$ cat src/rtl/config_chain_pkg.sv
// Shared types and helpers for the serial configuration chain.
// Parity support is selected at build time with CONFIG_PARITY_EN.
package config_chain_pkg;

    typedef enum logic [1:0] {
        IDLE,
        SHIFT,
        PENDING
    } config_state_e;

`ifdef CONFIG_PARITY_EN
    localparam bit ParityEn = 1'b1;
`else
    localparam bit ParityEn = 1'b0;
`endif

    // Frame carries one trailing parity bit when parity is enabled.
    function automatic int frame_len(input int width, input bit parityEn);
        return parityEn ? width + 1 : width;
    endfunction

endpackage

$ cat src/rtl/config_shadow_sreg.sv
// Shadow shift register for the config chain: MSB-first shift, saturating
// bit counter, reload from the live config, and length/parity-ok flags.
// Ports:
//   clk_i, reset_i   clock, synchronous active-high reset
//   shift_i, bit_i   shift one bit in (bit_i lands in the LSB)
//   reload_i         load reload_data_i (plus its parity) and clear count
//   reload_data_i    live config used on a rejected frame
//   clear_i          clear the bit counter after a commit
//   data_o           data bits of the shadow
//   msb_o            shadow MSB, daisy-chain output
//   len_ok_o         exactly one frame of bits has been shifted
//   parity_ok_o      even parity over data+parity (always 1 without parity)
// Build option: CONFIG_PARITY_EN adds a parity bit at shadow[0].
module config_shadow_sreg
    import config_chain_pkg::*;
#(
    parameter int                     ConfigWidth   = 5,
    parameter logic [ConfigWidth-1:0] DefaultConfig = 5'h1F,
    parameter int                     FrameLen      = 5,
    parameter int                     CountWidth    = 3
) (
    input  logic                   clk_i,
    input  logic                   reset_i,
    input  logic                   shift_i,
    input  logic                   bit_i,
    input  logic                   reload_i,
    input  logic [ConfigWidth-1:0] reload_data_i,
    input  logic                   clear_i,
    output logic [ConfigWidth-1:0] data_o,
    output logic                   msb_o,
    output logic                   len_ok_o,
    output logic                   parity_ok_o
);

    // One count past a full frame marks an overlong frame.
    localparam logic [CountWidth-1:0] CntFull = CountWidth'(FrameLen);
    localparam logic [CountWidth-1:0] CntMax  = CountWidth'(FrameLen + 1);

`ifdef CONFIG_PARITY_EN
    localparam logic [FrameLen-1:0] ResetFrame = {DefaultConfig, 1'b0};
`else
    localparam logic [FrameLen-1:0] ResetFrame = DefaultConfig;
`endif

    logic [FrameLen-1:0]   shadow_q;
    logic [FrameLen-1:0]   shadow_d;
    logic [CountWidth-1:0] cnt_q;
    logic [CountWidth-1:0] cnt_d;
    logic [FrameLen-1:0]   reload_frame;

`ifdef CONFIG_PARITY_EN
    assign reload_frame = {reload_data_i, ^reload_data_i};
    assign parity_ok_o  = ~(^shadow_q);
`else
    assign reload_frame = reload_data_i;
    assign parity_ok_o  = 1'b1;
`endif

    always_comb begin
        shadow_d = shadow_q;
        cnt_d    = cnt_q;
        if (reload_i) begin
            shadow_d = reload_frame;
            cnt_d    = '0;
        end else if (shift_i) begin
            shadow_d = {shadow_q[FrameLen-2:0], bit_i};
            if (cnt_q != CntMax) begin
                cnt_d = cnt_q + CountWidth'(1);
            end
        end else if (clear_i) begin
            cnt_d = '0;
        end
    end

    always_ff @(posedge clk_i) begin
        if (reset_i) begin
            shadow_q <= ResetFrame;
            cnt_q    <= '0;
        end else begin
            shadow_q <= shadow_d;
            cnt_q    <= cnt_d;
        end
    end

    assign data_o   = shadow_q[FrameLen-1 -: ConfigWidth];
    assign msb_o    = shadow_q[FrameLen-1];
    assign len_ok_o = (cnt_q == CntFull);

endmodule

$ cat src/rtl/config_chain.sv
// Serial-loaded configuration store: bits shift into a shadow register and
// a latch request commits them atomically once the consumer is ready.
// Ports:
//   clk_i, reset_i    clock, synchronous active-high reset
//   serialEn_i        accept one serial bit this cycle
//   serialIn_i        serial data, MSB first
//   serialOut_o       shadow MSB, for daisy-chaining
//   latch_i           request commit of the shifted frame
//   applyReady_i      consumer can take the new config now
//   config_o          live configuration
//   updated_o         1-cycle pulse, config changed
//   frameError_o      1-cycle pulse, latch rejected
//   busy_o            commit pending
// Build option: CONFIG_PARITY_EN appends an even-parity bit to each frame.
module config_chain
    import config_chain_pkg::*;
#(
    parameter int                     ConfigWidth   = 5,
    parameter logic [ConfigWidth-1:0] DefaultConfig = 5'h1F
) (
    input  logic                   clk_i,
    input  logic                   reset_i,
    input  logic                   serialEn_i,
    input  logic                   serialIn_i,
    output logic                   serialOut_o,
    input  logic                   latch_i,
    input  logic                   applyReady_i,
    output logic [ConfigWidth-1:0] config_o,
    output logic                   updated_o,
    output logic                   frameError_o,
    output logic                   busy_o
);

    localparam int FrameLen   = frame_len(ConfigWidth, ParityEn);
    localparam int CountWidth = $clog2(FrameLen + 2);

    config_state_e          state_q;
    logic [ConfigWidth-1:0] config_q;
    logic                   updated_q;
    logic                   frame_error_q;
    logic                   busy_q;

    logic [ConfigWidth-1:0] shadow_data;
    logic                   len_ok;
    logic                   parity_ok;
    logic                   accept;
    logic                   loading;
    logic                   shift_en;
    logic                   reload_en;
    logic                   clear_en;

    assign accept  = len_ok & parity_ok;
    assign loading = (state_q != PENDING);

    // Latch wins over a same-cycle shift; the shadow is frozen while pending.
    assign shift_en  = loading & serialEn_i & ~latch_i;
    assign reload_en = loading & latch_i & ~accept;
    assign clear_en  = (state_q == PENDING) & applyReady_i;

    config_shadow_sreg #(
        .ConfigWidth  (ConfigWidth),
        .DefaultConfig(DefaultConfig),
        .FrameLen     (FrameLen),
        .CountWidth   (CountWidth)
    ) u_shadow (
        .clk_i        (clk_i),
        .reset_i      (reset_i),
        .shift_i      (shift_en),
        .bit_i        (serialIn_i),
        .reload_i     (reload_en),
        .reload_data_i(config_q),
        .clear_i      (clear_en),
        .data_o       (shadow_data),
        .msb_o        (serialOut_o),
        .len_ok_o     (len_ok),
        .parity_ok_o  (parity_ok)
    );

    always_ff @(posedge clk_i) begin
        if (reset_i) begin
            state_q       <= IDLE;
            config_q      <= DefaultConfig;
            updated_q     <= 1'b0;
            frame_error_q <= 1'b0;
            busy_q        <= 1'b0;
        end else begin
            updated_q     <= 1'b0;
            frame_error_q <= 1'b0;
            unique case (state_q)
                IDLE, SHIFT: begin
                    if (latch_i) begin
                        if (accept) begin
                            state_q <= PENDING;
                            busy_q  <= 1'b1;
                        end else begin
                            state_q       <= IDLE;
                            frame_error_q <= 1'b1;
                        end
                    end else if (serialEn_i) begin
                        state_q <= SHIFT;
                    end
                end
                PENDING: begin
                    if (applyReady_i) begin
                        config_q  <= shadow_data;
                        updated_q <= 1'b1;
                        busy_q    <= 1'b0;
                        state_q   <= IDLE;
                    end
                end
                default: begin
                    state_q <= IDLE;
                    busy_q  <= 1'b0;
                end
            endcase
        end
    end

    assign config_o     = config_q;
    assign updated_o    = updated_q;
    assign frameError_o = frame_error_q;
    assign busy_o       = busy_q;

endmodule

$ cat config.mk
export PLATFORM = sky130hd
export DESIGN_NAME = config_chain
export DESIGN_NICKNAME = d
export VERILOG_FILES = /design/src/rtl/config_chain_pkg.sv /design/src/rtl/config_shadow_sreg.sv /design/src/rtl/config_chain.sv
export SDC_FILE = /design/constraint.sdc
export NUM_CORES = 1
export LEC_CHECK = 0
export CAP_MARGIN = 20
export CORE_UTILIZATION = 45
export DETAILED_ROUTE_END_ITERATION = 12
export HOLD_SLACK_MARGIN = 0.02
export PLACE_DENSITY = 0.8
export SLEW_MARGIN = 20
export SYNTH_ARGS = -nofsm -noshare
export SYNTH_HDL_FRONTEND = slang
export SYNTH_SLANG_ARGS = --single-unit
export TNS_END_PERCENT = 30
$ cat constraint.sdc
create_clock -name clk_i -period 4.07 [get_ports clk_i]
set_input_delay 0.814 -clock clk_i [delete_from_list [all_inputs] [get_ports clk_i]]
set_output_delay 0.814 -clock clk_i [all_outputs]
set_load 0.03 [all_outputs]
Word-level counts from Yosys, hierarchy flattened
Index checks and enable logic that the tools add are counted.
W data, S select, Z words.
- $add $sub $neg: 1
- equal/unequal tests: 10
- muxes and demuxes: 16
- bitwise gates (word level): 9
- reduce and logical (&&, ||, !) cells: 11
- operator list (kind ; count):
    $mux W5 ; 2
    $mux W3 ; 3
    $mux W2 ; 4
    $ne A2 B2 Y1 const B ; 4
    $ne A3 B3 Y1 const B ; 2
    $reduce_and A2 Y1 ; 3
    $reduce_or A2 Y1 ; 3
    $and A1 B1 Y1 ; 5
    $mux W1 ; 5
    $not A1 Y1 ; 4
    $pmux W2 S2 ; 1
    $reduce_bool A2 Y1 ; 2
    $add A3 B1 Y3 const B ; 1
    $eq A3 B3 Y1 const B ; 1
    $reduce_and A3 Y1 ; 1
    $reduce_or A3 Y1 ; 1
    $eq A2 B1 Y1 const B ; 1
    $eq A2 B2 Y1 const B ; 1
    $logic_not A2 Y1 ; 1
    $ne A2 B1 Y1 const B ; 1
    $pmux W1 S2 ; 1
- bits in registers: 18
- input bits: 6
- output and inout port bits: 9
- logic and storage cells: 54

Longest topological paths before layout
- depth after elaboration: 5
- depth in mapped cells: 7
- depth with buffers taken out: 6

Modules after synthesis
A second synthesis with hierarchy kept.
- cell total of the unflattened synthesis: 92
- area total of the unflattened synthesis: 873.3 sq um
- modules (own cells, without submodules) (module ; instances ; cells an instance ; area an instance (sq um) ; sequential area each (sq um)):
    config_shadow_sreg ; 1 ; 49 ; 481.7 ; 160.2
    config_chain ; 1 ; 43 ; 391.6 ; 200.2

Worst setup path before layout
Ideal clock, no wire load.
- path kind: input port to flip-flop
- start point: input port latch_i
- end point: register u_shadow.cnt_q[1]
- setup time: 0.066 ns
- data arrival time: 1.467 ns
- data required time: 4.004 ns
- slack: 2.537 ns
- cell stages on the path: 3
- buffers on the path: 0
- cells stage by stage: nand3b_4 -> a311o_1 -> a21oi_2
- longest elaborated chain between the ends: 4
- elaborated cells between the ends (all ways): 9
- those cells by class: 1 x eq/ne; 1 x mux; 4 x bitwise; 3 x reduce/logical
- ends and longest elaborated chain (what ; line ; text):
    start, declared ; config_chain.sv:26 ; input logic latch_i,
    $not A1 Y1 (no line) ; - ;
    $and A1 B1 Y1 ; config_chain.sv:56 ; assign shift_en = loading & serialEn_i & ~latch_i;
    $ne A2 B1 Y1 (no line) / $reduce_bool A2 Y1 (equally long branches) ; - ;
    $reduce_and A2 Y1 (no line) ; - ;
    end signal, assigned ; config_shadow_sreg.sv:81 ; cnt_q <= cnt_d;
    end, declared ; config_shadow_sreg.sv:47 ; logic [CountWidth-1:0] cnt_q;
Several ways; a longest one is shown, not always the timed one.
A chain may end at the register's enable or synchronous reset.

Worst setup path in the final report
- start point: register config_q[2], in the netlist config_o[2]
- end point: output port config_o[2]
- RTL lines (what ; line ; text):
    start, declared ; config_chain.sv:38 ; logic [ConfigWidth-1:0] config_q;
    start signal, assigned ; config_chain.sv:82 ; config_q <= DefaultConfig;
    start signal, assigned ; config_chain.sv:105 ; config_q <= shadow_data;
    end, declared ; config_chain.sv:28 ; output logic [ConfigWidth-1:0] config_o,
No word-level cell between the ends.

==> flow_summary.yaml <==
status:
  outcome: "finished, final reports clean"
synth:
  yosys.area_share.simple_pct: 19.7
  netlist_instances: 84
  synthFlopType: "dfxtp_1"
  synth_async_sr_flop_share_pct: 0
  syn_area_um2: 807
  synth-seq-cells: 18
  synth_mux_area_share_pct: 6.20
  synthDominantCellAreaShare_pct: 44.7
  synthesis.nets: 93
  synth.top_cells.by_count: "dfxtp_1 (18), nor2_1 (12), inv_1 (8)"
  synth_top_area_cell: "dfxtp_1"
  yosys_warnings: 0
  synthAdderAreaFrac_pct: 4.65
  ys_seq_area_share_pct: 44.7
  synth_edf_count: 0
  ys_types: 29
  synth_xor_area_share_pct: 0
  synth_top_family_by_area: "simple AND/OR/NAND/NOR gates"
  synth_most_common_cell: "dfxtp_1"
  syn_avg_cell_area_um2: 9.61
  synth_compound_area_share_pct: 19.4
  synth_area_leaders: "dfxtp_1 (45%), mux2i_1 (6.2%), nor2_1 (5.6%), a211o_1 (5.4%), a2bb2oi_1 (5.4%)"
floorplanning:
  die_w_um: 44.4
  die_y_um: 44.4
  die_area_um2: 1970
  start_util_pct: 50.6
  ios: 15
  row_count: 14
  core_um2: 1590
cells_and_area:
  drive_gt1_share_pct: 9.09
  regArea_um2: 360
  stdcell_count: 123
  area_growth_pct: 23.9
  fill_cells: 135
  diodes: 0
  multiInputGateArea_um2: 403
  nets: 109
setup_path:
  crit_buf_inv: 1
  worstPathCellList: "clkdlybuf4s50_1"
  crit_arrival_ns: 1.34
  critPathKind: "reg2out"
  cpLargestDelayFamily: "buffers and inverters"
  crit_fanout: 3
  critical_path_required_ns: 3.26
  crit_path_top_delay_cell: "clkdlybuf4s50_1"
  critPathLaunchType: "flop"
  max_stage_delay_ns: 0.68
  cp-end-kind: "primary output"
global_route:
  overflow: 0
  grtUsageMet1_pct: 24.2
  grt_use_met2_pct: 21.2
  grt_antenna_before_repair: 0
  grt_pass1_vias: 514
  use_met3_pct: 3.67
  grt_max_degree: 16
  track_usage_pct: 16.5
  grt-busiest-layer: "met1"
  grt_pass1_wl_mm: 2.30
timing:
  rsz0062_at_grt: "false"
  finalSetupViolCount: 0
  worst_slack_ns: 1.91
  clock_skew_ns: 0.00192
  hold_violations: 0
  tns_ns: 0
  relSlewSlack_pct: 66.6
  worst_pin_slew_ns: 0.500
  max_clock_freq_ghz: 0.463
  slew_viol_final: 0
  min_period_ns: 2.16
  post-route-period-util_pct: 53.0
routing:
  vias_per_cell: 4.94
  first_pass_iters: 4
  route.detailed.drc: 0
  dr_total_vias: 608
  finalWirelength_mm: 1.43
  drt_iter0_markers: 9
  wl_per_cell_um: 11.6
  ant_nets: 0
worst_hold_path:
  min_path_type: "reg2reg"
place:
  dp.cells: 119
  dp_hpwl_mm: 1.00
  io_buffers: 14
  pre_cts_slack_ns: 1.84
  gp_congestion: 0.830
clock_tree:
  clock_latency_ns: 0.30
  path_clk_slew_ns: 0.10
  clockRootBuffer: "clkbuf_4"
  clk_path_buf_depth: 2
  cts.sinks: 18
  ctsHoldBuffers: 0
  post-cts-setup-buffers: 0
  ctsResizeCount: 0
  cts-buffers-inserted: 3
  cts_tree: "done"
  h-tree-depth: 1
power:
  leakagePower_uw: 0.000445
  peakVddDrop_mv: 0.250
  combPwrFrac_pct: 7.4
  clkPwrFrac_pct: 35.7
  p_int_uw: 244
  switchingPower_uw: 70.8
  swShare_pct: 22.5
  pwr-share-seq_pct: 56.8
  powerDensity_nw_per_um2: 315
job:
  maxCapViolCount: 0
-- cells by family (layout without fill, tap and decap cells) --
| family | Yosys count | after routing |
|---|---|---|
| and+or+nand+nor | 28 | 28 |
| AOI/OAI and AO/OA | 19 | 19 |
| DFF | 18 | 18 |
| buffers and inverters | 11 | 26 |
| muxes | 5 | 5 |
| adders and majority gates | 3 | 3 |
-- metal layers --
layer | vias up | share of wire [%]
li1 | 327 | -
met1 | 269 | 53
met2 | 8 | 42
met3 | 4 | 2.4
met4 | 0 | 2.2
met5 | - | 0
-- power groups by stage --
stage	clock [µW]	combinational, µW	sequential [µW]
floorplan	0	12.7	184
global placement	0	23.1	183
detailed placement	0	23.3	183
CTS	114	23.4	179
global route	120	25.2	179
finish	112	23.4	179
-- registers in the layout, indices dropped and copies added (netlist names) --
name             flops
state_q              2
frameError_o         1
busy_o               1
config_o             5
u_shadow.data_o      5
updated_o            1
u_shadow.cnt_q       3
-- metrics by stage --
step                total power, µW  hold WS [ns]  instance area, µm²  utilization, %
floorplan                       197         0.486                 807               -
global placement                206         0.477                 963            60.4
detailed placement              206         0.476                 963            60.4
CTS                             317         0.506                1000            62.7
global route                    324         0.530                1000            62.7
finish                          315         0.501                1000            62.7
-- layout make-up --
class | count | area share [%]
Multi-Input combinational cell | 55 | 40.3
Clock buffer | 4 | 3.63
Tap cell | 24 | 3.00
Timing Repair Buffer | 14 | 14.0
Sequential cell | 18 | 36.0
Inverter | 8 | 3.00
-- placed cells by master, fill, tap and decap left out, types with 2 or more instances in the layout --
cell              n
dfxtp_1          18
clkbuf_4          3
inv_1             8
ha_1              3
clkdlybuf4s50_1  14
a211o_1           5
nand3_1           2
a21oi_1           3
nand2_1           3
a2bb2oi_1         5
mux2i_1           5
nor2_1           12
-- final timing paths --
path                     startpoint            endpoint  slack, ns  cells past startpoint
setup reg to reg  u_shadow.cnt_q[1]  u_shadow.data_o[4]       2.59                      6
hold / removal          config_o[1]         config_o[1]       0.50                      1
setup / recovery        config_o[2]         config_o[2]       1.91                      1
hold reg to reg         config_o[1]         config_o[1]       0.50                      1
(Power assumes the default switching activity.)
